--- src/rtl/divider.sv ---
`default_nettype none
// ============================================================================
// Module      : divider
// Description : Iterative radix-2 restoring divider. Signed (two's-complement)
//               by default. A WIDTH-bit dividend and divisor give a quotient
//               truncated toward zero and a remainder with the dividend's
//               sign, WIDTH+2 clocks after start.
//               Optional macro DIVIDER_SIGNED_SEL_EN adds input `sgn`, which
//               selects signed (1) or unsigned (0) division at start.
// Ports       : clk   - clock, all state on posedge
//               rst   - synchronous active-high reset
//               sgn   - signed select (only with DIVIDER_SIGNED_SEL_EN)
//               start - request, a/b sampled on the same edge while idle
//               a, b  - dividend, divisor
//               busy  - operation in progress, start ignored while high
//               done  - one-cycle pulse, q/r/dbz valid from this cycle
//               q, r  - quotient, remainder (held until next completion)
//               dbz   - divide-by-zero flag of last completed operation
// Revision    : 1.0 - initial release
// ============================================================================
module divider #(
    parameter int WIDTH = 8
) (
    input  logic             clk,
    input  logic             rst,
`ifdef DIVIDER_SIGNED_SEL_EN
    input  logic             sgn,
`endif
    input  logic             start,
    input  logic [WIDTH-1:0] a,
    input  logic [WIDTH-1:0] b,
    output logic             busy,
    output logic             done,
    output logic [WIDTH-1:0] q,
    output logic [WIDTH-1:0] r,
    output logic             dbz
);

    localparam int                 c_CNT_W = $clog2(WIDTH);
    localparam logic [c_CNT_W-1:0] c_LAST  = c_CNT_W'(WIDTH - 1);

    typedef enum logic [1:0] {
        S_IDLE = 2'd0,
        S_CALC = 2'd1,
        S_FIX  = 2'd2,
        S_DONE = 2'd3
    } state_t;

    state_t               r_state;
    state_t               w_state_nxt;
    logic [c_CNT_W-1:0]   r_cnt;
    logic [WIDTH-1:0]     r_a;
    logic [WIDTH-1:0]     r_bmag;
    logic [WIDTH-1:0]     r_quo;
    logic [WIDTH:0]       r_rem;
    logic                 r_neg_q;
    logic                 r_neg_r;
    logic [WIDTH-1:0]     r_q;
    logic [WIDTH-1:0]     r_r;
    logic                 r_dbz;
    logic                 r_done;

    logic                 w_signed;
    logic                 w_a_neg;
    logic                 w_b_neg;
    logic [WIDTH-1:0]     w_a_mag;
    logic [WIDTH-1:0]     w_b_mag;
    logic [WIDTH:0]       w_shift;
    logic [WIDTH+1:0]     w_diff;
    logic                 w_fits;

`ifdef DIVIDER_SIGNED_SEL_EN
    assign w_signed = sgn;
`else
    assign w_signed = 1'b1;
`endif

    // In unsigned mode the sign flags stay clear, so magnitudes are the raw
    // operands and the fix-up step leaves the results untouched.
    // Negating the most negative value yields 2^(WIDTH-1), which is still
    // correct when read as an unsigned magnitude.
    assign w_a_neg = w_signed & a[WIDTH-1];
    assign w_b_neg = w_signed & b[WIDTH-1];
    assign w_a_mag = w_a_neg ? -a : a;
    assign w_b_mag = w_b_neg ? -b : b;

    // One restoring step: shift {R,Q} left, trial-subtract |b| with an extra
    // borrow bit; a clear borrow means the subtraction is kept.
    assign w_shift = {r_rem[WIDTH-1:0], r_quo[WIDTH-1]};
    assign w_diff  = {1'b0, w_shift} - {2'b00, r_bmag};
    assign w_fits  = ~w_diff[WIDTH+1];

    assign busy = (r_state != S_IDLE);
    assign done = r_done;
    assign q    = r_q;
    assign r    = r_r;
    assign dbz  = r_dbz;

    always_ff @(posedge clk) begin
        if (rst) begin
            r_state <= S_IDLE;
        end else begin
            r_state <= w_state_nxt;
        end
    end

    always_comb begin
        w_state_nxt = r_state;
        case (r_state)
            S_IDLE:  if (start) w_state_nxt = S_CALC;
            S_CALC:  if (r_cnt == c_LAST) w_state_nxt = S_FIX;
            S_FIX:   w_state_nxt = S_DONE;
            S_DONE:  w_state_nxt = S_IDLE;
            default: w_state_nxt = S_IDLE;
        endcase
    end

    always_ff @(posedge clk) begin
        if (rst) begin
            r_cnt   <= '0;
            r_a     <= '0;
            r_bmag  <= '0;
            r_quo   <= '0;
            r_rem   <= '0;
            r_neg_q <= 1'b0;
            r_neg_r <= 1'b0;
            r_q     <= '0;
            r_r     <= '0;
            r_dbz   <= 1'b0;
            r_done  <= 1'b0;
        end else begin
            r_done <= 1'b0;
            case (r_state)
                S_IDLE: begin
                    if (start) begin
                        r_a     <= a;
                        r_bmag  <= w_b_mag;
                        r_quo   <= w_a_mag;
                        r_rem   <= '0;
                        r_neg_q <= w_a_neg ^ w_b_neg;
                        r_neg_r <= w_a_neg;
                        r_cnt   <= '0;
                    end
                end
                S_CALC: begin
                    r_cnt <= r_cnt + c_CNT_W'(1);
                    if (w_fits) begin
                        r_rem <= w_diff[WIDTH:0];
                        r_quo <= {r_quo[WIDTH-2:0], 1'b1};
                    end else begin
                        r_rem <= w_shift;
                        r_quo <= {r_quo[WIDTH-2:0], 1'b0};
                    end
                end
                S_FIX: begin
                    if (r_neg_q) r_quo <= -r_quo;
                    if (r_neg_r) r_rem <= -r_rem;
                end
                S_DONE: begin
                    r_done <= 1'b1;
                    // A zero magnitude means a zero divisor; the iterated
                    // result is discarded in favour of the fixed dbz answer.
                    if (r_bmag == '0) begin
                        r_q   <= '1;
                        r_r   <= r_a;
                        r_dbz <= 1'b1;
                    end else begin
                        r_q   <= r_quo;
                        r_r   <= r_rem[WIDTH-1:0];
                        r_dbz <= 1'b0;
                    end
                end
                default: ;
            endcase
        end
    end

endmodule
`default_nettype wire

--- config.mk ---
export PLATFORM = sky130hd
export DESIGN_NAME = divider
export DESIGN_NICKNAME = d
export VERILOG_FILES = /design/src/rtl/divider.sv
export SDC_FILE = /design/constraint.sdc
export NUM_CORES = 1
export LEC_CHECK = 0
export ABC_AREA = 1
export CAP_MARGIN = 10
export CORE_MARGIN = 2
export CORE_UTILIZATION = 45
export CTS_CLUSTER_SIZE = 28
export DETAILED_ROUTE_END_ITERATION = 7
export PLACE_DENSITY = 0.66
export SYNTH_ARGS = -nofsm -noshare
export SYNTH_HDL_FRONTEND = slang
export SYNTH_SLANG_ARGS = --single-unit
export TNS_END_PERCENT = 5
--- constraint.sdc ---
create_clock -name clk -period 5.4 [get_ports clk]
set_input_delay 0.54 -clock clk [delete_from_list [all_inputs] [get_ports clk]]
set_output_delay 0.54 -clock clk [all_outputs]
set_load 0.05 [all_outputs]
==> flow_metrics.py <==
metrics = {
    "detailed_routing": {
        "firstDrtPassIters": 5,
        "drc_errors": 0,
        "drt_iter0_drc": 145,
        "wl_per_cell_microns": 13.8,
        "via_count": 3304,
        "route.final.wire_length_mm": 8.54,
        "antenna_left": 0,
        "viasPerCell": 5.35,
    },
    "layout": {
        "syn_to_final_growth_pct": 14.3,
        "drive_above_1_share": 0.0366,
        "final_cell_mix": "nand2_1 (89), inv_1 (72), o21ai_0 (61)",
        "n_antenna_cell": 0,
        "seqCellArea_sq_um": 1120,
        "n_fill_cell": 767,
        "final_common_cell": "nand2_1",
        "fin_nets": 556,
        "final_core_util": 0.531,
        "multi_input_area_sq_um": 1890,
        "fin_area_sq_um": 3870,
    },
    "logic_synthesis": {
        "syn_nets": 534,
        "synthesis.instances": 496,
        "synth-main-ff-cell": "dfxtp_1",
        "synthArstFlopShare": 0,
        "yosys.area.top_type": "dfxtp_1",
        "yosys_warnings": 0,
        "synth_top_area_share": 0.331,
        "synth_edf_count": 0,
        "synth.area.top_cells": "dfxtp_1 (33%), nand2_1 (9.9%), o21ai_0 (9.0%)",
        "synth_cell_types": 35,
        "ys_seq_elements": 56,
        "syn_avg_cell_area_sq_um": 6.83,
        "seq_area_frac_synth": 0.331,
        "synth.cell_area_sq_um": 3390,
    },
    "power": {
        "p_int_mw": 0.975,
        "swShare": 0.504,
        "pwr-share-comb": 0.575,
        "switchingPower_mw": 0.991,
        "vdd_ir_drop_max_uv": 224,
        "cellLeakagePower_nw": 1.71,
        "clkPwrFrac": 0.127,
        "pwr-share-seq": 0.299,
        "power.density_nw_per_um2": 508,
    },
    "clocking": {
        "clock_latency_ps": 320,
        "h-tree-depth": 2,
        "cts_tree": "built",
        "hold_buffers": 0,
        "cts_setup_buffers": 0,
        "cts_sinks": 56,
        "clockBufferDepth": 2,
        "path_clk_slew_ps": 110,
        "numCtsBuffers": 5,
        "cts-resized-gates": 0,
        "root_buffer": "clkbuf_8",
    },
    "sta": {
        "skew_ps": 13.5,
        "holdWs_ps": 476,
        "tns_ps": 0,
        "rsz0062_at_grt": "no",
        "max_freq_ghz": 0.408,
        "fin_crit_sh": 0.454,
        "worst_pin_slew_ps": 1100,
        "maxSlewHeadroom": 0.264,
        "hold_violations": 0,
        "final.min_clock_period_ps": 2450,
        "finalSetupViolCount": 0,
        "final_max_slew_viol_count": 0,
    },
    "placed_design": {
        "dpl.hpwl_mm": 6.32,
        "dpl_cell_area_sq_um": 3780,
        "gp_congestion": 0.834,
        "portBuffers": 37,
    },
    "job": {
        "max-cap-violations": 0,
    },
    "global_route": {
        "antenna_found_initial": 0,
        "grt_pass1_vias": 3078,
        "grt_max_degree": 43,
        "grt_pass1_wl_mm": 14.5,
        "globalRouteOverflowTotal": 0,
        "grt_util_all_layers": 0.212,
    },
    "worst_setup_path": {
        "path_max_fanout": 3,
        "arrival_ps": 1910,
        "worst_ep_required_time_ps": 4860,
        "cp-start-kind": "register",
        "crit_type": "reg2out",
        "critPathCaptureType": "primary output",
    },
    "floorplan": {
        "io-pin-count": 38,
        "die-area_sq_um": 8240,
        "dieWidth_microns": 90.8,
        "rows": 31,
        "coreArea_sq_um": 7290,
        "start_util": 0.465,
        "die_h_microns": 90.8,
    },
    "min_path": {
        "min_path_type": "reg2reg",
    },
    "outcome": {
        "outcome": "completed",
    },
}
## power by group through the flow
stage / sequential [mW] / combinational [mW] / clock [mW]
floorplan: 0.668 / 0.803 / 0
detailed placement: 0.595 / 1.12 / 0
finish: 0.588 / 1.13 / 0.249
global placement: 0.595 / 1.11 / 0
global route: 0.602 / 1.27 / 0.268
CTS: 0.587 / 1.12 / 0.251
## cells by family after synthesis
family                   synth area share
adder cells (fa/ha/maj)            0.0724
flip-flops                          0.331
AO/OA/AOI/OAI                       0.240
buffers and inverters               0.112
AND/OR/NAND/NOR                     0.219
XOR/XNOR                           0.0258
## stage by stage
step                power [mW]  instances  setup slack (ps)
floorplan                 1.47        496              3450
global placement          1.71        610              2690
detailed placement        1.71        610              2630
CTS                       1.96        618              2930
global route              2.14        618              2690
finish                    1.97        618              2950
## cells in the mapped netlist (2+ instances only)
| master | count |
|---|---|
| nand2_1 | 89 |
| inv_1 | 72 |
| o21ai_0 | 61 |
| a21oi_1 | 60 |
| dfxtp_1 | 56 |
| nand3_1 | 31 |
| nor2_1 | 24 |
| ha_1 | 18 |
| clkbuf_1 | 15 |
| o211ai_1 | 13 |
| nand4_1 | 9 |
| xor2_1 | 9 |
| o21ai_1 | 5 |
| a31oi_1 | 4 |
| nor3_1 | 4 |
| buf_2 | 3 |
| a211oi_1 | 2 |
| buf_6 | 2 |
| nand3_2 | 2 |
| nor4_1 | 2 |
## worst paths after layout
kind                                              end  cells past startpoint  slack, ps                    start
worst max-delay path                             busy                      4       2950  r_state[0]$_SDFFE_PP0P_
worst min-delay path            r_cnt[1]$_SDFFE_PP0P_                      2        480    r_cnt[1]$_SDFFE_PP0P_
worst max register to register  r_quo[6]$_SDFFE_PP0P_                      7       3110  r_state[0]$_SDFFE_PP0P_
worst min register to register  r_cnt[1]$_SDFFE_PP0P_                      2        480    r_cnt[1]$_SDFFE_PP0P_
## area by class of cell
| class | instances | share of cell area |
|---|---|---|
| multi-input cells | 345 | 0.488 |
| well taps | 99 | 0.0320 |
| clock buffers | 5 | 0.0178 |
| repair buffers | 37 | 0.0956 |
| flip-flops and latches | 56 | 0.289 |
| clock inverters | 3 | 0.00678 |
| inverters | 73 | 0.0707 |
## worst max-delay path: stages (launching register included)
cell and delay [ps]:
dfxtp_1 380, inv_1 90, ha_1 230, inv_1 90, clkdlybuf4s50_1 800
## flip-flops by register name, indices dropped and copies added, names as in the netlist, 2 cells and up
signal and flops:
r_cnt 3, q 8, r_state 2, r_rem 8, r_quo 8, r 8
r_a 8, r_bmag 8
## routing by layer
metal | up-vias | GRT usage | part of all wire
met1 | 1515 | 0.275 | 0.47
li1 | 1699 | - | -
met5 | - | 0 | 0
met2 | 83 | 0.380 | 0.48
met3 | 7 | 0.0301 | 0.042
met4 | 0 | 0.0328 | 0.0064
Power figures use the tool's default switching activity.
